==> src/rtl/usb4_enc_pkg.sv <==
// Shared encodings, frame lengths and control types for the lane encoder datapath.
// No logic; no latency; no flow control.
// Imported by lane_tx_serializer and lane_shift_unit.
package usb4_enc_pkg;

    localparam logic [1:0] GEN4 = 2'd0;
    localparam logic [1:0] GEN3 = 2'd1;
    localparam logic [1:0] GEN2 = 2'd2;

    localparam int FRAME_LEN_GEN4 = 8;
    localparam int FRAME_LEN_GEN3 = 132;
    localparam int FRAME_LEN_GEN2 = 66;
    localparam int LEN_W          = 8;

    typedef enum logic {
        IDLE,
        SHIFT
    } ser_state_t;

    typedef struct packed {
        logic             full;
        logic [LEN_W-1:0] len;
    } hold_ctl_t;

    function automatic logic gen_supported(input logic [1:0] gen);
        return (gen == GEN4) || (gen == GEN3) || (gen == GEN2);
    endfunction

    function automatic logic [LEN_W-1:0] frame_len_of(input logic [1:0] gen);
        case (gen)
            GEN4:    return LEN_W'(FRAME_LEN_GEN4);
            GEN3:    return LEN_W'(FRAME_LEN_GEN3);
            GEN2:    return LEN_W'(FRAME_LEN_GEN2);
            default: return '0;
        endcase
    endfunction

endpackage

==> src/rtl/lane_shift_unit.sv <==
// Per-lane shift register plus one-deep hold buffer, driven by shared strobes (SER_MSB_FIRST_EN: MSB first).
// Latency: a load shows bit 0 (or bit L-1) on tx_bit the following cycle.
// Backpressure: none locally; the controller decides when hold may be overwritten.
module lane_shift_unit
    import usb4_enc_pkg::*;
#(
    parameter int WORD_W = 132
`ifdef SER_MSB_FIRST_EN
    ,
    parameter int CNT_W  = 8
`endif
) (
    input  logic              enc_clk,
    input  logic              rst,
    input  logic              clr,
    input  logic              load_word,
    input  logic              load_hold,
    input  logic              shift,
    input  logic              capture,
    input  logic              go_idle,
`ifdef SER_MSB_FIRST_EN
    input  logic [CNT_W-1:0]  load_len,
    input  logic [CNT_W-1:0]  cur_len,
`endif
    input  logic [WORD_W-1:0] word,
    output logic              tx_bit
);

    logic [WORD_W-1:0] shreg;
    logic [WORD_W-1:0] hold_dat;
    logic [WORD_W-1:0] src;

    assign src = load_hold ? hold_dat : word;

    always_ff @(posedge enc_clk or negedge rst) begin
        if (!rst) begin
            shreg    <= '0;
            hold_dat <= '0;
            tx_bit   <= 1'b0;
        end else if (clr) begin
            shreg    <= '0;
            hold_dat <= '0;
            tx_bit   <= 1'b0;
        end else begin
            // Capture and hold->shift can coincide; the load sees the old hold contents.
            if (capture) begin
                hold_dat <= word;
            end
            if (load_word || load_hold) begin
`ifdef SER_MSB_FIRST_EN
                tx_bit <= src[load_len - CNT_W'(1)];
                shreg  <= src << 1;
`else
                tx_bit <= src[0];
                shreg  <= src >> 1;
`endif
            end else if (shift) begin
`ifdef SER_MSB_FIRST_EN
                tx_bit <= shreg[cur_len - CNT_W'(1)];
                shreg  <= shreg << 1;
`else
                tx_bit <= shreg[0];
                shreg  <= shreg >> 1;
`endif
            end else if (go_idle) begin
                tx_bit <= 1'b0;
            end
        end
    end

endmodule

==> src/rtl/lane_tx_serializer.sv <==
// Two-lane bit serializer with shared control and one-deep hold per lane (SER_MSB_FIRST_EN selects MSB-first order).
// Latency: first serial bit one enc_clk after word_valid; back-to-back frames have no gap bit.
// Backpressure: ready = hold buffer empty; a word arriving with hold full mid-frame is dropped and sets sticky overflow.
module lane_tx_serializer
    import usb4_enc_pkg::*;
#(
    parameter int WORD_W = 132,
    parameter int CNT_W  = 8
) (
    input  logic              enc_clk,
    input  logic              rst,
    input  logic              enable,
    input  logic [1:0]        gen_speed,
    input  logic              word_valid,
    input  logic [WORD_W-1:0] lane_0_tx_enc,
    input  logic [WORD_W-1:0] lane_1_tx_enc,
    output logic              lane_0_tx_bit,
    output logic              lane_1_tx_bit,
    output logic              tx_valid,
    output logic              frame_start,
    output logic              ready,
    output logic              overflow
);

    ser_state_t       state, state_n;
    logic [CNT_W-1:0] cnt, cnt_n;
    logic [CNT_W-1:0] frame_len, frame_len_n;
    hold_ctl_t        hold, hold_n;
    logic             overflow_n;
    logic             tx_valid_n;
    logic             frame_start_n;
    logic             ld_word, ld_hold, do_shift, cap, go_idle;
    logic             word_ok;
    logic             last_bit;
    logic             flush;
    logic [LEN_W-1:0] word_len;

    assign flush    = !enable;
    assign word_ok  = word_valid && gen_supported(gen_speed);
    assign word_len = frame_len_of(gen_speed);
    assign last_bit = (state == SHIFT) && (cnt == frame_len);

    always_comb begin
        state_n       = state;
        cnt_n         = cnt;
        frame_len_n   = frame_len;
        hold_n        = hold;
        overflow_n    = overflow;
        tx_valid_n    = tx_valid;
        frame_start_n = 1'b0;
        ld_word       = 1'b0;
        ld_hold       = 1'b0;
        do_shift      = 1'b0;
        cap           = 1'b0;
        go_idle       = 1'b0;
        case (state)
            IDLE: begin
                if (word_ok) begin
                    ld_word       = 1'b1;
                    cnt_n         = CNT_W'(1);
                    frame_len_n   = CNT_W'(word_len);
                    tx_valid_n    = 1'b1;
                    frame_start_n = 1'b1;
                    state_n       = SHIFT;
                end
            end
            SHIFT: begin
                if (last_bit) begin
                    if (hold.full) begin
                        ld_hold       = 1'b1;
                        cnt_n         = CNT_W'(1);
                        frame_len_n   = CNT_W'(hold.len);
                        frame_start_n = 1'b1;
                        if (word_ok) begin
                            cap         = 1'b1;
                            hold_n.len  = word_len;
                        end else begin
                            hold_n.full = 1'b0;
                        end
                    end else if (word_ok) begin
                        ld_word       = 1'b1;
                        cnt_n         = CNT_W'(1);
                        frame_len_n   = CNT_W'(word_len);
                        frame_start_n = 1'b1;
                    end else begin
                        go_idle    = 1'b1;
                        cnt_n      = '0;
                        tx_valid_n = 1'b0;
                        state_n    = IDLE;
                    end
                end else begin
                    do_shift = 1'b1;
                    cnt_n    = cnt + CNT_W'(1);
                    if (word_ok) begin
                        if (!hold.full) begin
                            cap         = 1'b1;
                            hold_n.full = 1'b1;
                            hold_n.len  = word_len;
                        end else begin
                            overflow_n = 1'b1;
                        end
                    end
                end
            end
            default: state_n = IDLE;
        endcase
    end

    always_ff @(posedge enc_clk or negedge rst) begin
        if (!rst) begin
            state       <= IDLE;
            cnt         <= '0;
            frame_len   <= '0;
            hold        <= '0;
            overflow    <= 1'b0;
            tx_valid    <= 1'b0;
            frame_start <= 1'b0;
            ready       <= 1'b1;
        end else if (flush) begin
            // Overflow survives a flush so software can still see the loss.
            state       <= IDLE;
            cnt         <= '0;
            frame_len   <= '0;
            hold        <= '0;
            tx_valid    <= 1'b0;
            frame_start <= 1'b0;
            ready       <= 1'b1;
        end else begin
            state       <= state_n;
            cnt         <= cnt_n;
            frame_len   <= frame_len_n;
            hold        <= hold_n;
            overflow    <= overflow_n;
            tx_valid    <= tx_valid_n;
            frame_start <= frame_start_n;
            ready       <= !hold_n.full;
        end
    end

    lane_shift_unit #(
        .WORD_W (WORD_W)
`ifdef SER_MSB_FIRST_EN
        ,
        .CNT_W  (CNT_W)
`endif
    ) u_lane_0 (
        .enc_clk   (enc_clk),
        .rst       (rst),
        .clr       (flush),
        .load_word (ld_word),
        .load_hold (ld_hold),
        .shift     (do_shift),
        .capture   (cap),
        .go_idle   (go_idle),
`ifdef SER_MSB_FIRST_EN
        .load_len  (frame_len_n),
        .cur_len   (frame_len),
`endif
        .word      (lane_0_tx_enc),
        .tx_bit    (lane_0_tx_bit)
    );

    lane_shift_unit #(
        .WORD_W (WORD_W)
`ifdef SER_MSB_FIRST_EN
        ,
        .CNT_W  (CNT_W)
`endif
    ) u_lane_1 (
        .enc_clk   (enc_clk),
        .rst       (rst),
        .clr       (flush),
        .load_word (ld_word),
        .load_hold (ld_hold),
        .shift     (do_shift),
        .capture   (cap),
        .go_idle   (go_idle),
`ifdef SER_MSB_FIRST_EN
        .load_len  (frame_len_n),
        .cur_len   (frame_len),
`endif
        .word      (lane_1_tx_enc),
        .tx_bit    (lane_1_tx_bit)
    );

endmodule

==> config.mk <==
export PLATFORM = sky130hd
export DESIGN_NAME = lane_tx_serializer
export DESIGN_NICKNAME = d
export VERILOG_FILES = /design/src/rtl/usb4_enc_pkg.sv /design/src/rtl/lane_shift_unit.sv /design/src/rtl/lane_tx_serializer.sv
export SDC_FILE = /design/constraint.sdc
export NUM_CORES = 1
export LEC_CHECK = 0
export CORE_MARGIN = 4
export CORE_UTILIZATION = 48
export CTS_CLUSTER_DIAMETER = 50
export DETAILED_ROUTE_END_ITERATION = 12
export PLACE_DENSITY_LB_ADDON = 0.1
export SLEW_MARGIN = 20
export SYNTH_ARGS = -nofsm -noshare
export SYNTH_HDL_FRONTEND = slang
export SYNTH_SLANG_ARGS = --single-unit
==> constraint.sdc <==
create_clock -name enc_clk -period 3.76 [get_ports enc_clk]
set_clock_uncertainty 0.15 [all_clocks]
set_input_delay 0.564 -clock enc_clk [delete_from_list [all_inputs] [get_ports enc_clk]]
set_output_delay 0.564 -clock enc_clk [all_outputs]
set_load 0.02 [all_outputs]
Yosys cells after proc, flatten, opt, wreduce, memory -nomap -nowiden
Index checks and enable logic that the tools add are counted.

Register bits: 560. Bits of input ports: 270. Output and inout bits: 6.

Bitwise operators: 2. Equality and inequality tests: 14. Add/sub/neg operators: 1. Reductions and logical operators: 10. Muxes and demuxes: 70.

Operators with widths (number): 2-to-1 mux 132 bit (12); 2-to-1 mux 8 bit (9); 2-to-1 mux 9 bit (5); 2-to-1 mux 1 bit (37); one-hot mux 8 bit (2 select lines) (2); one-hot mux 8 bit (3 select lines) (1); inequality test 3 bit (second input constant) (4); adder 8 x 1 -> 8 bit (second input constant) (1); equality test 8 bit (1); one-hot mux 1 bit (2 select lines) (4); AND reduction 4 bit (2); inequality test 2 x 1 -> 1 bit (second input constant) (3); inequality test 3 x 2 -> 1 bit (second input constant) (2); AND reduction 5 bit (1); inequality test 4 x 1 -> 1 bit (second input constant) (1); logical OR 1 bit (3); inequality test 3 x 1 -> 1 bit (second input constant) (1); equality test 2 x 1 -> 1 bit (second input constant) (1); equality test 2 bit (second input constant) (1); logical AND 1 bit (2); logical NOT 2 bit (1); inverter 1 bit (2); logical NOT 1 bit (1).

Depth between registers and ports, before layout
Depth in word-level cells: 12. Gate-level depth with buffers: 14.

Modules after synthesis
From an unflattened synthesis, not the netlist that was laid out.

Cell total of the unflattened synthesis: 2482. Area, all modules: 27860.5 um2.

Modules (own cells, without submodules): lane_shift_unit (seq. area each 6606.3 um2, instances 2, cells each 1164, area each 13198.9 um2); lane_tx_serializer (seq. area each 626.9 um2, instances 1, cells each 154, area each 1462.7 um2).

Worst setup path after synthesis
Ideal clock, no wire load.

Path kind: register to register. Start point: register cnt[0]. End point: register u_lane_0.shreg[0]. Data required time: 3.484 ns. Stages on the path, launching flop included: 15. Period minus slack after synthesis: 3.126 ns. Arrival time: 2.850 ns. Path slack: 0.634 ns. Path through: dfrtp_1 -> xnor2_1 -> and4_1 -> buf_2 -> nand2_1 -> clkbuf_1 -> nor2_1 -> ha_1 -> clkbuf_1 -> and3_1 -> clkbuf_1 -> clkbuf_1 -> clkbuf_1 -> a22o_1 -> a221o_1.

Word-level cells in the longest chain between the ends: 7. Elaborated cells between the ends (all ways): 13. Classes of those cells: eq/ne: 2; mux: 9; reduce/logical: 2.

RTL lines: from (decl) (RTL line lane_tx_serializer.sv:26) `logic [CNT_W-1:0] cnt, cnt_n;`; from (signal assigned) (RTL line lane_tx_serializer.sv:130) `cnt <= cnt_n;`; equality test 8 bit (*) (RTL line lane_tx_serializer.sv:41) `assign last_bit = (state == SHIFT) && (cnt == frame_len);`; logical AND 1 bit (*) (RTL line lane_tx_serializer.sv:41); 2-to-1 mux 1 bit (RTL line lane_tx_serializer.sv:68) `if (last_bit) begin`; one-hot mux 1 bit (2 select lines) or 2-to-1 mux 1 bit (tied branches) (RTL line lane_tx_serializer.sv:56) `case (state)`; logical OR 1 bit or 2-to-1 mux 132 bit (tied branches) (RTL line lane_shift_unit.sv:49, lane_shift_unit.sv:33); 2-to-1 mux 132 bit (RTL line lane_shift_unit.sv:49) `if (load_word || load_hold) begin`; 2-to-1 mux 132 bit (RTL line lane_shift_unit.sv:40) `end else if (clr) begin`; to (signal assigned) (RTL line lane_shift_unit.sv:55) `shreg <= src >> 1;`; to (signal assigned) (RTL line lane_shift_unit.sv:63) `shreg <= shreg >> 1;`; to (decl) (RTL line lane_shift_unit.sv:29) `logic [WORD_W-1:0] shreg;`.

Every way passes the cells marked *; elsewhere a longest branch is shown, timed or not. A chain may end at the register's enable or synchronous reset.

Worst setup path in the final report
Start point: register cnt[0]. End point: register u_lane_1.shreg[58].

Word-level cells in the longest chain between the ends: 7. Elaborated cells between the ends (all ways): 13. Classes of those cells: eq/ne: 2; mux: 9; reduce/logical: 2.

RTL lines (RTL line): equality test 8 bit (*) (lane_tx_serializer.sv:41); logical AND 1 bit (*) (lane_tx_serializer.sv:41); 2-to-1 mux 1 bit (lane_tx_serializer.sv:68); one-hot mux 1 bit (2 select lines) or 2-to-1 mux 1 bit (tied branches) (lane_tx_serializer.sv:56); logical OR 1 bit or 2-to-1 mux 132 bit (tied branches) (lane_shift_unit.sv:49, lane_shift_unit.sv:33); 2-to-1 mux 132 bit (lane_shift_unit.sv:49); 2-to-1 mux 132 bit (lane_shift_unit.sv:40); to (signal assigned) (lane_shift_unit.sv:55); to (signal assigned) (lane_shift_unit.sv:63); to (decl) (lane_shift_unit.sv:29).

Marked as above.

==> results.toml <==
[clock_tree]
cts_resized = 0
clock_latency_ns = 0.61
cts_buffer_depth = 3
postCtsSetupRepairBufs = 0
clkSlewWorstSetupHoldPaths_ns = 0.06
cts-root-buf = "clkbuf_16"
cts_tree = "yes"
cts_made_buffers = 60
cts_sinks = 553
hold_buffers = 1
cts_max_level = 2

[die]
rows = 79
core_um2 = 46800
fp.dieW_um = 226
die-height_um = 226
io_pins = 276
fp.dieArea_um2 = 51000
start_util_pct = 48.7

[timing]
period_share_pct = 83.8
rsz0062_at_grt = "false"
clock.fmax_ghz = 0.318
slew_violations = 0
fin_crit_ns = 3.15
worstMarginPinSlew_ns = 0.936
hold_violations = 0
whs_ns = 0.307
tns_ns = 0
relSlewSlack_pct = 37.4
setup_violations = 0

[worst_hold_path]
hp-class = "flip-flop to flip-flop"

[drt]
wl_mm = 62.7
wl_per_cell_um = 24.7
post-route-drc-count = 0
first_iter_violations = 1829
drtAntennaViolNets = 0
vias = 17000
viasPerCell = 6.71
drtPass1Iterations = 5

[setup_path]
cp-end-kind = "flip-flop"
reg2reg_depth = 9
worstPathRequired_ns = 4.15
reg2reg_slack_ns = 0.61
crit_path_end = "u_lane_1.shreg[58]"
critical_path_class = "flip-flop to flip-flop"
cp.arrival_ns = 3.54
crit_path_start = "cnt[0]"
rr_startpoint = "cnt[0]"
max_stage_delay_ns = 0.45
cpMaxStageDelayCell = "buf_12"
path_cells = "xnor2_1 -> and4_1 -> nand2_1 -> nor2_1 -> ha_1 -> o31ai_1 -> and3_4 -> buf_12 -> a221o_1"
reg2reg_to = "u_lane_1.shreg[58]"
crit_path_max_fanout = 144
cp-start-kind = "flip-flop"

[power]
total_power_mw = 14.3
vdd_drop_max_v = 0.000515
power.density_nw_per_um2 = 503
power.leakage_nw = 13.0

[synth]
ys_ff_latch = 553
synth.distinct_cells = 47
seq_area_frac_synth_pct = 60.8
synthFlopType = "dfrtp_1"
synth_nets = 1939
synth_area_um2 = 22800
async_flop_share_pct = 100
ys.warnings.count = 0
syn_avg_cell_area_um2 = 13.7
synth_edf_count = 0
synth_cells = 1667

[global_route]
grt_usage_pct = 24.1
overflow = 0
grt_pass1_vias = 17400
antenna_found_initial = 11
met3_usage_pct = 5.08
met1_usage_pct = 35.6
use_met2_pct = 36.6
grt_pass1_wl_mm = 100
grt_max_degree = 145
grt_busiest_layer = "met2"

[status]
run_status = "completed"

[run]
cap_viol_max_count = 0

[final_layout]
layout_commonest_cell = "dfrtp_1"
utilization_pct = 60.9
multi_input_area_um2 = 8150
fin_cells = 2536
syn_to_final_growth_pct = 25.0
fillers = 3654
layout-drive-gt1-share_pct = 8.68
final_nets = 2147
layout_common_cells = "dfrtp_1, a22o_1, clkdlybuf4s50_1"
regArea_um2 = 13800

[placement]
place_inst = 2419
port_buffers = 275
gp_congestion = 0.797
hpwlAfterDp_mm = 35.8
registers in the layout, indices dropped and copies added (netlist names), 4 cells and up:
register           count
u_lane_1.hold_dat    132
hold                   4
u_lane_0.shreg       131
u_lane_0.hold_dat    132
cnt                    8
frame_len              8
u_lane_1.shreg       131
synthesized netlist by cell type, types with 2 or more instances:
master | count | share of area [%]
dfrtp_1 | 552 | 61
a22o_1 | 526 | 20
a221o_1 | 260 | 11
clkbuf_1 | 100 | 1.6
buf_2 | 66 | 1.5
nand2_1 | 17 | 0.28
o21ai_0 | 16 | 0.35
buf_1 | 12 | 0.20
a21oi_1 | 11 | 0.24
nand3_1 | 11 | 0.24
and3_1 | 9 | 0.25
xnor2_1 | 9 | 0.35
nor2_1 | 8 | 0.13
and2_1 | 5 | 0.14
o21a_1 | 5 | 0.16
a31oi_1 | 4 | 0.11
nor3_1 | 4 | 0.088
o31ai_1 | 4 | 0.13
a211oi_1 | 3 | 0.099
a21o_1 | 3 | 0.099
buf_4 | 3 | 0.099
nand2b_1 | 3 | 0.082
a21boi_0 | 2 | 0.066
a32oi_1 | 2 | 0.077
a41oi_1 | 2 | 0.077
and4_1 | 2 | 0.077
ha_1 | 2 | 0.11
inv_1 | 2 | 0.033
mux2i_1 | 2 | 0.088
nand4_1 | 2 | 0.055
o311ai_0 | 2 | 0.077
o41ai_1 | 2 | 0.077
or4b_2 | 2 | 0.088
kinds of logic after synthesis:
logic type                 Yosys count  share of synthesized area [%]
AOI/OAI and AO/OA                  848                           33.5
xor gates and xnor gates            10                          0.385
adders and majority gates            2                          0.110
buffers and inverters              185                           3.50
DFF                                553                           60.8
muxes                                2                         0.0880
and+or+nand+nor                     67                           1.57
worst max-delay path: cells and delay by family (launching register included):
family                   cells  cell delay (ns)
AO/OA/AOI/OAI                2             0.71
AND/OR/NAND/NOR              4             0.65
buffers and inverters        1             0.45
flip-flops                   1             0.43
adder cells (fa/ha/maj)      1             0.29
XOR/XNOR                     1             0.15
metal layers:
| metal | share of wire [%] | routed length (um) |
|---|---|---|
| met4 | 1.9 | 1190 |
| met1 | 44 | 27700 |
| met2 | 47 | 29500 |
| met5 | 0.14 | 87 |
| met3 | 6.8 | 4270 |
per-stage QoR:
step | worst slack, ns | area (um^2)
after detailed placement | 0.435 | 26300
after floorplan | 0.634 | 22800
final | 0.611 | 28500
after CTS | 0.636 | 28400
after global routing | 0.427 | 28400
after global placement | 0.483 | 26300
power by group:
part	total, mW	leakage (nW)	switching [mW]	internal [mW]
clock network	6.41	1.06	2.46	3.95
logic	1.39	4.35	0.748	0.644
registers	6.50	7.55	0.214	6.29
total	14.3	13.0	3.43	10.9
cell type report:
class / count / area share [%]
Inverter: 3 / 0.0396
Antenna cell: 4 / 0.0352
Multi-Input combinational cell: 929 / 28.6
Clock buffer: 81 / 6.02
Tap cell: 607 / 2.67
Timing Repair Buffer: 328 / 12.3
Clock inverter: 31 / 1.62
Sequential cell: 553 / 48.6
worst min-delay path by stage:
| stage | start | to | slack [ns] | depth (start not counted) |
|---|---|---|---|---|
| floorplan | rst | cnt[0] | 0.12 | 0 |
| global placement | overflow | overflow | 0.29 | 1 |
| detailed placement | overflow | overflow | 0.30 | 1 |
| CTS | overflow | overflow | 0.31 | 1 |
| global route | overflow | overflow | 0.33 | 1 |
| finish | overflow | overflow | 0.31 | 1 |
No activity file was read; power rests on OpenSTA's default activity.
